### src/rtl/io_pkg.sv
// Shared definitions for the board serial IO blocks.
package io_pkg;

  localparam int FRAME_W = 64;

  typedef enum logic [1:0] {
    IDLE     = 2'd0,
    SHIFT_LO = 2'd1,
    SHIFT_HI = 2'd2,
    LATCH    = 2'd3
  } p2s_state_t;

  // Counter width able to hold 0..n-1 without wrapping.
  function automatic int cnt_w(input int n);
    return $clog2(n) + 1;
  endfunction

endpackage

### src/rtl/seg_p2s_64_if.sv
// Frame request/status and board-pin bundle for seg_p2s_64.
interface seg_p2s_64_if #(
  parameter int WIDTH = io_pkg::FRAME_W
) ();

  logic             start;
  logic [WIDTH-1:0] par_data;
  logic             busy;
  logic             done;
  logic             s_clk;
  logic             s_dat;
  logic             s_latch;

  modport master (
    output start, par_data,
    input  busy, done, s_clk, s_dat, s_latch
  );

  modport slave (
    input  start, par_data,
    output busy, done, s_clk, s_dat, s_latch
  );

endinterface

### src/rtl/half_period_tick.sv
// DIV-cycle counter with sync clear; tick on the last cycle of each period.
module half_period_tick
  import io_pkg::*;
#(
  parameter int DIV = 2
) (
  input  logic clk,
  input  logic rst,
  input  logic clr,
  input  logic en,
  output logic tick
);

  localparam int CW = cnt_w(DIV);
  localparam logic [CW-1:0] LAST = CW'(DIV - 1);

  logic [CW-1:0] cnt;

  assign tick = en && (cnt == LAST);

  always_ff @(posedge clk or posedge rst) begin
    if (rst) begin
      cnt <= '0;
    end else if (clr) begin
      cnt <= '0;
    end else if (en) begin
      cnt <= tick ? '0 : cnt + 1'b1;
    end
  end

endmodule

### src/rtl/seg_p2s_64.sv
// MSB-first parallel-to-serial driver for the external display shift chain.
module seg_p2s_64
  import io_pkg::*;
#(
  parameter int WIDTH = FRAME_W,
  parameter int DIV   = 2
) (
  input logic         clk,
  input logic         rst,
  seg_p2s_64_if.slave io
);

  localparam int BW = $clog2(WIDTH);
  localparam logic [BW-1:0] LAST_BIT = BW'(WIDTH - 1);

  p2s_state_t       state;
  logic [WIDTH-1:0] shreg;
  logic [BW-1:0]    bit_cnt;
  logic             busy_q;
  logic             done_q;
  logic             sclk_q;
  logic             latch_q;
  logic             tick;

  half_period_tick #(
    .DIV (DIV)
  ) u_tick (
    .clk  (clk),
    .rst  (rst),
    .clr  (state == IDLE),
    .en   (state != IDLE),
    .tick (tick)
  );

  // The MSB of the shift register is the pin; it only moves on load or shift.
  assign io.s_dat   = shreg[WIDTH-1];
  assign io.s_clk   = sclk_q;
  assign io.s_latch = latch_q;
  assign io.busy    = busy_q;
  assign io.done    = done_q;

  always_ff @(posedge clk or posedge rst) begin
    if (rst) begin
      state   <= IDLE;
      shreg   <= '0;
      bit_cnt <= '0;
      busy_q  <= 1'b0;
      done_q  <= 1'b0;
      sclk_q  <= 1'b0;
      latch_q <= 1'b0;
    end else begin
      done_q <= 1'b0;
      unique case (state)
        IDLE: begin
          if (io.start) begin
            shreg   <= io.par_data;
            bit_cnt <= '0;
            sclk_q  <= 1'b0;
            busy_q  <= 1'b1;
            state   <= SHIFT_LO;
          end
        end
        SHIFT_LO: begin
          if (tick) begin
            sclk_q <= 1'b1;
            state  <= SHIFT_HI;
          end
        end
        SHIFT_HI: begin
          if (tick) begin
            sclk_q <= 1'b0;
            if (bit_cnt == LAST_BIT) begin
              latch_q <= 1'b1;
              state   <= LATCH;
            end else begin
              shreg   <= {shreg[WIDTH-2:0], 1'b0};
              bit_cnt <= bit_cnt + 1'b1;
              state   <= SHIFT_LO;
            end
          end
        end
        LATCH: begin
          if (tick) begin
            latch_q <= 1'b0;
            done_q  <= 1'b1;
            busy_q  <= 1'b0;
            state   <= IDLE;
          end
        end
      endcase
    end
  end

endmodule

### src/flat_wrapper.sv
// flat-port wrapper written by rule: the top's interface ports become plain ports
module seg_p2s_64_flat import io_pkg::*;
#(
  parameter int WIDTH = FRAME_W,
  parameter int DIV   = 2
)
  (clk, rst, io_start, io_par_data, io_busy, io_done, io_s_clk, io_s_dat, io_s_latch);
  seg_p2s_64_if #(.WIDTH(WIDTH)) io_i ();
  input logic clk;
  input logic rst;
  input wire logic [$bits(io_i.start)-1:0] io_start;
  input wire logic [$bits(io_i.par_data)-1:0] io_par_data;
  output wire logic [$bits(io_i.busy)-1:0] io_busy;
  output wire logic [$bits(io_i.done)-1:0] io_done;
  output wire logic [$bits(io_i.s_clk)-1:0] io_s_clk;
  output wire logic [$bits(io_i.s_dat)-1:0] io_s_dat;
  output wire logic [$bits(io_i.s_latch)-1:0] io_s_latch;
  assign io_i.start = io_start;
  assign io_i.par_data = io_par_data;
  assign io_busy = io_i.busy;
  assign io_done = io_i.done;
  assign io_s_clk = io_i.s_clk;
  assign io_s_dat = io_i.s_dat;
  assign io_s_latch = io_i.s_latch;
  seg_p2s_64 #(.WIDTH(WIDTH), .DIV(DIV)) u_core (.clk(clk), .rst(rst), .io(io_i));
endmodule
### config.mk
export PLATFORM = sky130hd
export DESIGN_NAME = seg_p2s_64_flat
export DESIGN_NICKNAME = d
export VERILOG_FILES = /design/src/rtl/io_pkg.sv /design/src/rtl/seg_p2s_64_if.sv /design/src/rtl/half_period_tick.sv /design/src/rtl/seg_p2s_64.sv /design/src/flat_wrapper.sv
export SDC_FILE = /design/constraint.sdc
export NUM_CORES = 1
export LEC_CHECK = 0
export CAP_MARGIN = 5
export CORE_ASPECT_RATIO = 0.5
export CORE_MARGIN = 3
export CORE_UTILIZATION = 53
export CTS_BUF_LIST = sky130_fd_sc_hd__clkbuf_8
export DETAILED_ROUTE_END_ITERATION = 10
export DONT_BUFFER_PORTS = 1
export GPL_TIMING_DRIVEN = 0
export PLACE_DENSITY = 0.66
export SETUP_SLACK_MARGIN = 0.1
export SLEW_MARGIN = 10
export SYNTH_ARGS = -nofsm -noshare
export SYNTH_HDL_FRONTEND = slang
export SYNTH_SLANG_ARGS = --single-unit
### constraint.sdc
create_clock -name clk -period 3.25 [get_ports clk]
set_input_delay 0.4875 -clock clk [delete_from_list [all_inputs] [get_ports clk]]
set_output_delay 0.4875 -clock clk [all_outputs]
set_load 0.1 [all_outputs]
After elaboration in Yosys (flattened, before gate mapping)

Index checks and enable logic that the tools add are counted.

Mux-type cells: 28
Multipliers: 0
Bitwise gates (word level): 0
$lt $le $gt $ge: 0
$add $sub $neg: 2
Div/mod/pow operators: 0
Shift-type cells: 0
Reductions and logical operators: 13
Equal/unequal tests: 11

Operators by type and width:

| kind                                                                  | count |
|---|---|
| 64-bit two-way mux                                                    | 3 |
| 64-bit one-hot mux with 2 select lines                                | 1 |
| 6-bit two-way mux                                                     | 3 |
| 2-bit two-way mux                                                     | 8 |
| 4-bit AND reduction                                                   | 4 |
| 6-bit one-hot mux with 2 select lines                                 | 1 |
| 2-bit != test, second input constant                                  | 5 |
| 2-bit nonzero test                                                    | 5 |
| 1-bit two-way mux                                                     | 8 |
| 2-bit one-hot mux with 4 select lines                                 | 1 |
| 6-bit by 1-bit adder with 6-bit output, second input constant         | 1 |
| 6-bit equality test, second input constant                            | 1 |
| 2-bit by 1-bit equality test with 1-bit output, second input constant | 2 |
| 2-bit equality test, second input constant                            | 2 |
| 1-bit one-hot mux with 2 select lines                                 | 2 |
| 1-bit one-hot mux with 3 select lines                                 | 1 |
| 3-bit AND reduction                                                   | 1 |
| 3-bit nonzero test                                                    | 1 |
| 2-bit by 1-bit adder with 2-bit output, second input constant         | 1 |
| 2-bit zero test                                                       | 1 |
| 2-bit by 1-bit != test with 1-bit output, second input constant       | 1 |
| 1-bit logical AND                                                     | 1 |

Flip-flop bits (word level): 78
Memory bits (read-only): 0
Memory bits (writable): 0
Logic and storage cells: 62
Memories kept: 0
Bits in latches: 0

Longest topological paths before layout

Depth in word-level cells: 5
Gate-level depth with buffers: 8

Cells and area by module

From an unflattened synthesis, not the netlist that was laid out.

Cells, all modules: 378
Area, all modules: 4281.6 µm²

By module, submodules not included:

| module           | times used | cells an instance | area each (µm²) | seq. area each (µm²) |
|---|---|---|---|---|
| seg_p2s_64       | 1          | 370               | 4199.0          | 1901.8 |
| half_period_tick | 1          | 8                 | 82.6            | 50.0 |

Worst setup path after synthesis

Ideal clock, no wire load.

Path type: reg-to-reg
From: reg u_core.bit_cnt[0]
To: reg u_core.bit_cnt[5]
Stages on the path, launching flop included: 8
Slack: 1.297 ns
Arrival: 1.829 ns
Cell sequence: dfrtp_1 ha_1 and3_4 a311o_1 buf_2 and2_4 buf_6 a211o_1

Word-level cells in the longest chain between the ends: 4
Elaborated cells between the ends (all ways): 7
Those cells by class: 1 x add/sub; 2 x eq/ne; 3 x mux; 1 x reduce/logical

RTL lines:

| what                                   | RTL line         | text |
|---|---|---|
| from (decl)                            | seg_p2s_64.sv:18 | `logic [BW-1:0] bit_cnt;` |
| from (signal assigned)                 | seg_p2s_64.sv:77 | `bit_cnt <= bit_cnt + 1'b1;` |
| 6-bit by 1-bit adder with 6-bit output | seg_p2s_64.sv:77 |  |
| 6-bit two-way mux                      | seg_p2s_64.sv:72 | `if (bit_cnt == LAST_BIT) begin` |
| 6-bit two-way mux                      | seg_p2s_64.sv:70 | `if (tick) begin` |
| 6-bit one-hot mux with 2 select lines  | seg_p2s_64.sv:53 | `unique case (state)` |

Parallel ways exist; a longest one is shown, timed or not. The select of a mux whose other input is x is not followed.
A chain may end at the register's enable or synchronous reset.

Worst setup path in the final report

From: reg u_core.bit_cnt[0]
To: reg u_core.bit_cnt[3]

The elaborated chain is that of the path after synthesis.

==> summary.md <==
| Metric | Value |
|---|---|
| Status | finished, final reports clean |
| Slew @ Worst Pin | 0.936 ns |
| Nets | 436 |
| WL final | 8030 microns |
| Worst hold path type | in2reg |
| Hpwl dp | 5710 microns |
| Synthesized area | 3750 sq um |
| EDFF count, synth | 0 |
| Post-layout util | 63.5% |
| Synth-to-layout area growth | 9.34% |
| Clk slew on worst S/H paths | 0.08 ns |
| Slew margin rel. | 37.6% |
| Dominant synthesized flop cell | dfrtp_1 |
| Non-Filler Instances | 461 |
| Nature of the critical path startpoint | register |
| Max-cap violations | 0 |
| H-Tree Depth | 3 |
| Crit Path Max Fanout | 10 |
| Max clock buf depth | 2 |
| Worst vdd ir | 253 uV |
| Wire per inst | 17.4 microns |
| CP cell instances | ha_1 > and3_4 > a311o_1 > buf_2 > and2_4 > buf_6 > buf_6 > o22a_1 |
| Crit. End Element | register |
| Placeable Area | 6460 sq um |
| Mean Syn Cell Area | 10.6 sq um |
| CP most frequent cell | buf_6 |
| Share of cells above drive strength 1 | 12.9% |
| Root Driver | clkbuf_8 |
| Pwr Density | 440 nW/um^2 |
| DR vias/cell | 6.03 |
| Final setup fails | 0 |
| Fmax | 472 MHz |
| Layout Skew | 0.00867 ns |
| DIE AREA | 8190 sq um |
| Overflow after GRT | 0 |
| Setup TNS | 0 ns |
| Worst path arrival time | 2.37 ns |
| Die width | 125 microns |
| Worst path max stage delay | 0.41 ns |
| Synth Area in Adders | 0.333% |
| Post-CTS Setup Bufs | 0 |
| Fillers | 524 |
| Boundary pin count | 72 |
| Vias post-DR | 2779 |
| YS warnings | 0 |
| Overall global routing resource usage | 21.0% |
| Largest family of logic cells by synthesized area | multiplexers |
| Post-synthesis instance total | 355 |
| Syn nets | 423 |
| First-pass GRT wire length | 13500 microns |
| CP max stage cell | dfrtp_1 |
| Largest net degree at the start of global routing | 51 |
| CTS tree | yes |
| Antenna Violating Nets Remaining | 0 |
| Crit Path Class | reg2reg |
| Initial antenna violation count | 0 |
| Post-Synth XOR/XNOR Area | 0% |
| Ant diodes | 0 |
| RSZ-0062 raised after global routing | false |
| Post-synthesis mux area share | 16.8% |
| CTS buffer count | 9 |
| Vias in the first global route | 2726 |
| Critical path required time | 3.50 ns |
| Fraction of the mapped netlist area in simple logic gates | 13.6% |
| First drt pass iteration count | 4 |
| Rows | 20 |
| Clk Latency, worst-skew pair | 0.36 ns |
| Final GP Congestion | 0.803 |
| Cell leakage power | 1.97 nW |
| Fin crit period | 2.12 ns |
| # clock sinks | 78 |
| DRC | 0 |
| Drt initial violations | 187 |
| Compound-gate portion of the synthesized area | 12.5% |
| Die outline height | 65.5 microns |
| Max-slew violations | 0 |
| Post-synthesis register bit count | 78 |
| Ys async rst share | 100% |
| Final Hold Fails | 0 |
| Inst Count DP | 444 |
| Final cycle utilization of the critical path | 65.2% |
| Share of the yosys chip area belonging to registers | 52.0% |
| Synth cell types | 33 |
| Initial Util | 58.1% |
| Port buffer count | 0 |
==> layout by cell type (no fill, tap or decap), drive strengths merged, types with 3 or more instances in the layout <==
master  synthesis  layout
dfrtp          78      78
o21ai          70      70
nand3          68      68
mux2i          63      63
clkbuf         12      23
buf            21      22
nor2b           5       5
nand2           5       5
nor2            5       5
inv             3       4
nand2b          3       3
clkinv          0       3
and3            3       3
and2            3       3
==> layout make-up <==
class / instances / area (sq um) / area share (%)
Sequential cell: 78 / 1950 / 47.6
Multi-Input combinational cell: 241 / 1620 / 39.6
Buffer: 33 / 166 / 4.06
Clock buffer: 11 / 151 / 3.69
Tap cell: 88 / 110 / 2.68
Clock inverter: 5 / 48.8 / 1.19
Timing Repair Buffer: 2 / 37.5 / 0.915
Inverter: 3 / 13.8 / 0.335
==> routing by layer <==
metal	track usage (%)	up-vias	routed length (microns)
met5	0	-	0
li1	-	1306	-
met2	30.7	88	3560
met4	6.08	0	40
met3	9.17	4	752
met1	28.6	1381	3680
==> critical path, delay by kind of cell, from the launching register on <==
| family | cells | cell delay (ns) |
|---|---|---|
| flops | 1 | 0.41 |
| fa+ha+maj | 1 | 0.24 |
| buf+inv | 3 | 0.46 |
| simple gates | 2 | 0.41 |
| compound gates | 2 | 0.49 |
==> cell families (layout without fill, tap and decap cells) <==
group	after synthesis	in the layout
DFF	78	78
muxes	63	63
buffers and inverters	36	54
adders and majority gates	1	1
AOI/OAI and AO/OA	80	80
and+or+nand+nor	97	97
==> cells in the mapped netlist, types with 2 or more instances <==
cell type,n,area (sq um)
and3_1,2,12.5
nand3_1,68,340
inv_1,3,11.3
dfrtp_1,78,1950
a21oi_1,2,10.0
nor2_1,5,18.8
buf_1,4,15.0
clkbuf_1,12,45.0
o21ai_1,8,40.0
o21ai_0,52,260
a22o_1,2,17.5
mux2i_1,63,631
nor2b_1,5,31.3
and2_1,2,12.5
buf_2,13,65.1
nand2_1,5,18.8
o21ai_2,10,87.6
buf_6,3,33.8
o22a_1,2,17.5
nand2b_1,3,18.8
==> registers in the layout (all words and copies together), names as in the netlist <==
name	count
u_core.state	2
u_core.shreg	64
u_core.io.s_clk	1
u_core.io.s_latch	1
u_core.io.done	1
u_core.u_tick.cnt	2
u_core.bit_cnt	6
u_core.io.busy	1
==> report_power, final <==
group	internal (mW)	switching, mW	total, mW
clock network	0.390	0.343	0.733
registers	0.990	0.0111	1.00
logic	0.0292	0.0413	0.0705
==> what timing repair did <==
item,in CTS,in global routing
hold endpoints to repair,28,0
resized for setup,0,0
hold buffers,1,0
==> through the flow <==
step	cell area (sq um)	power, mW	setup slack, ns	hold WS [ns]
after floorplan	3750	1.07	0.767	0.458
after global placement	3860	1.08	0.0209	0.478
after detailed placement	3890	1.09	1.13	0.379
after CTS	4100	1.83	1.12	0.263
after global routing	4100	1.89	0.984	0.275
final	4100	1.80	1.13	0.278
==> path summary, 6_finish.rpt <==
check	from	endpoint	slack, ns	depth (start not counted)
setup / recovery	u_core.bit_cnt[0]$_DFFE_PP0P_	u_core.bit_cnt[3]$_DFFE_PP0P_	1.13	8
hold / removal	io_par_data[0]	u_core.shreg[0]$_DFFE_PP0P_	0.28	2
setup reg to reg	u_core.bit_cnt[0]$_DFFE_PP0P_	u_core.bit_cnt[3]$_DFFE_PP0P_	1.13	8
hold reg to reg	u_core.u_tick.cnt[0]$_DFF_PP0_	u_core.u_tick.cnt[0]$_DFF_PP0_	0.50	1
max in group asynchronous	rst	u_core.shreg[44]$_DFFE_PP0P_	2.08	3
min in group asynchronous	rst	u_core.shreg[2]$_DFFE_PP0P_	0.60	2
Power figures use the tool's default switching activity.
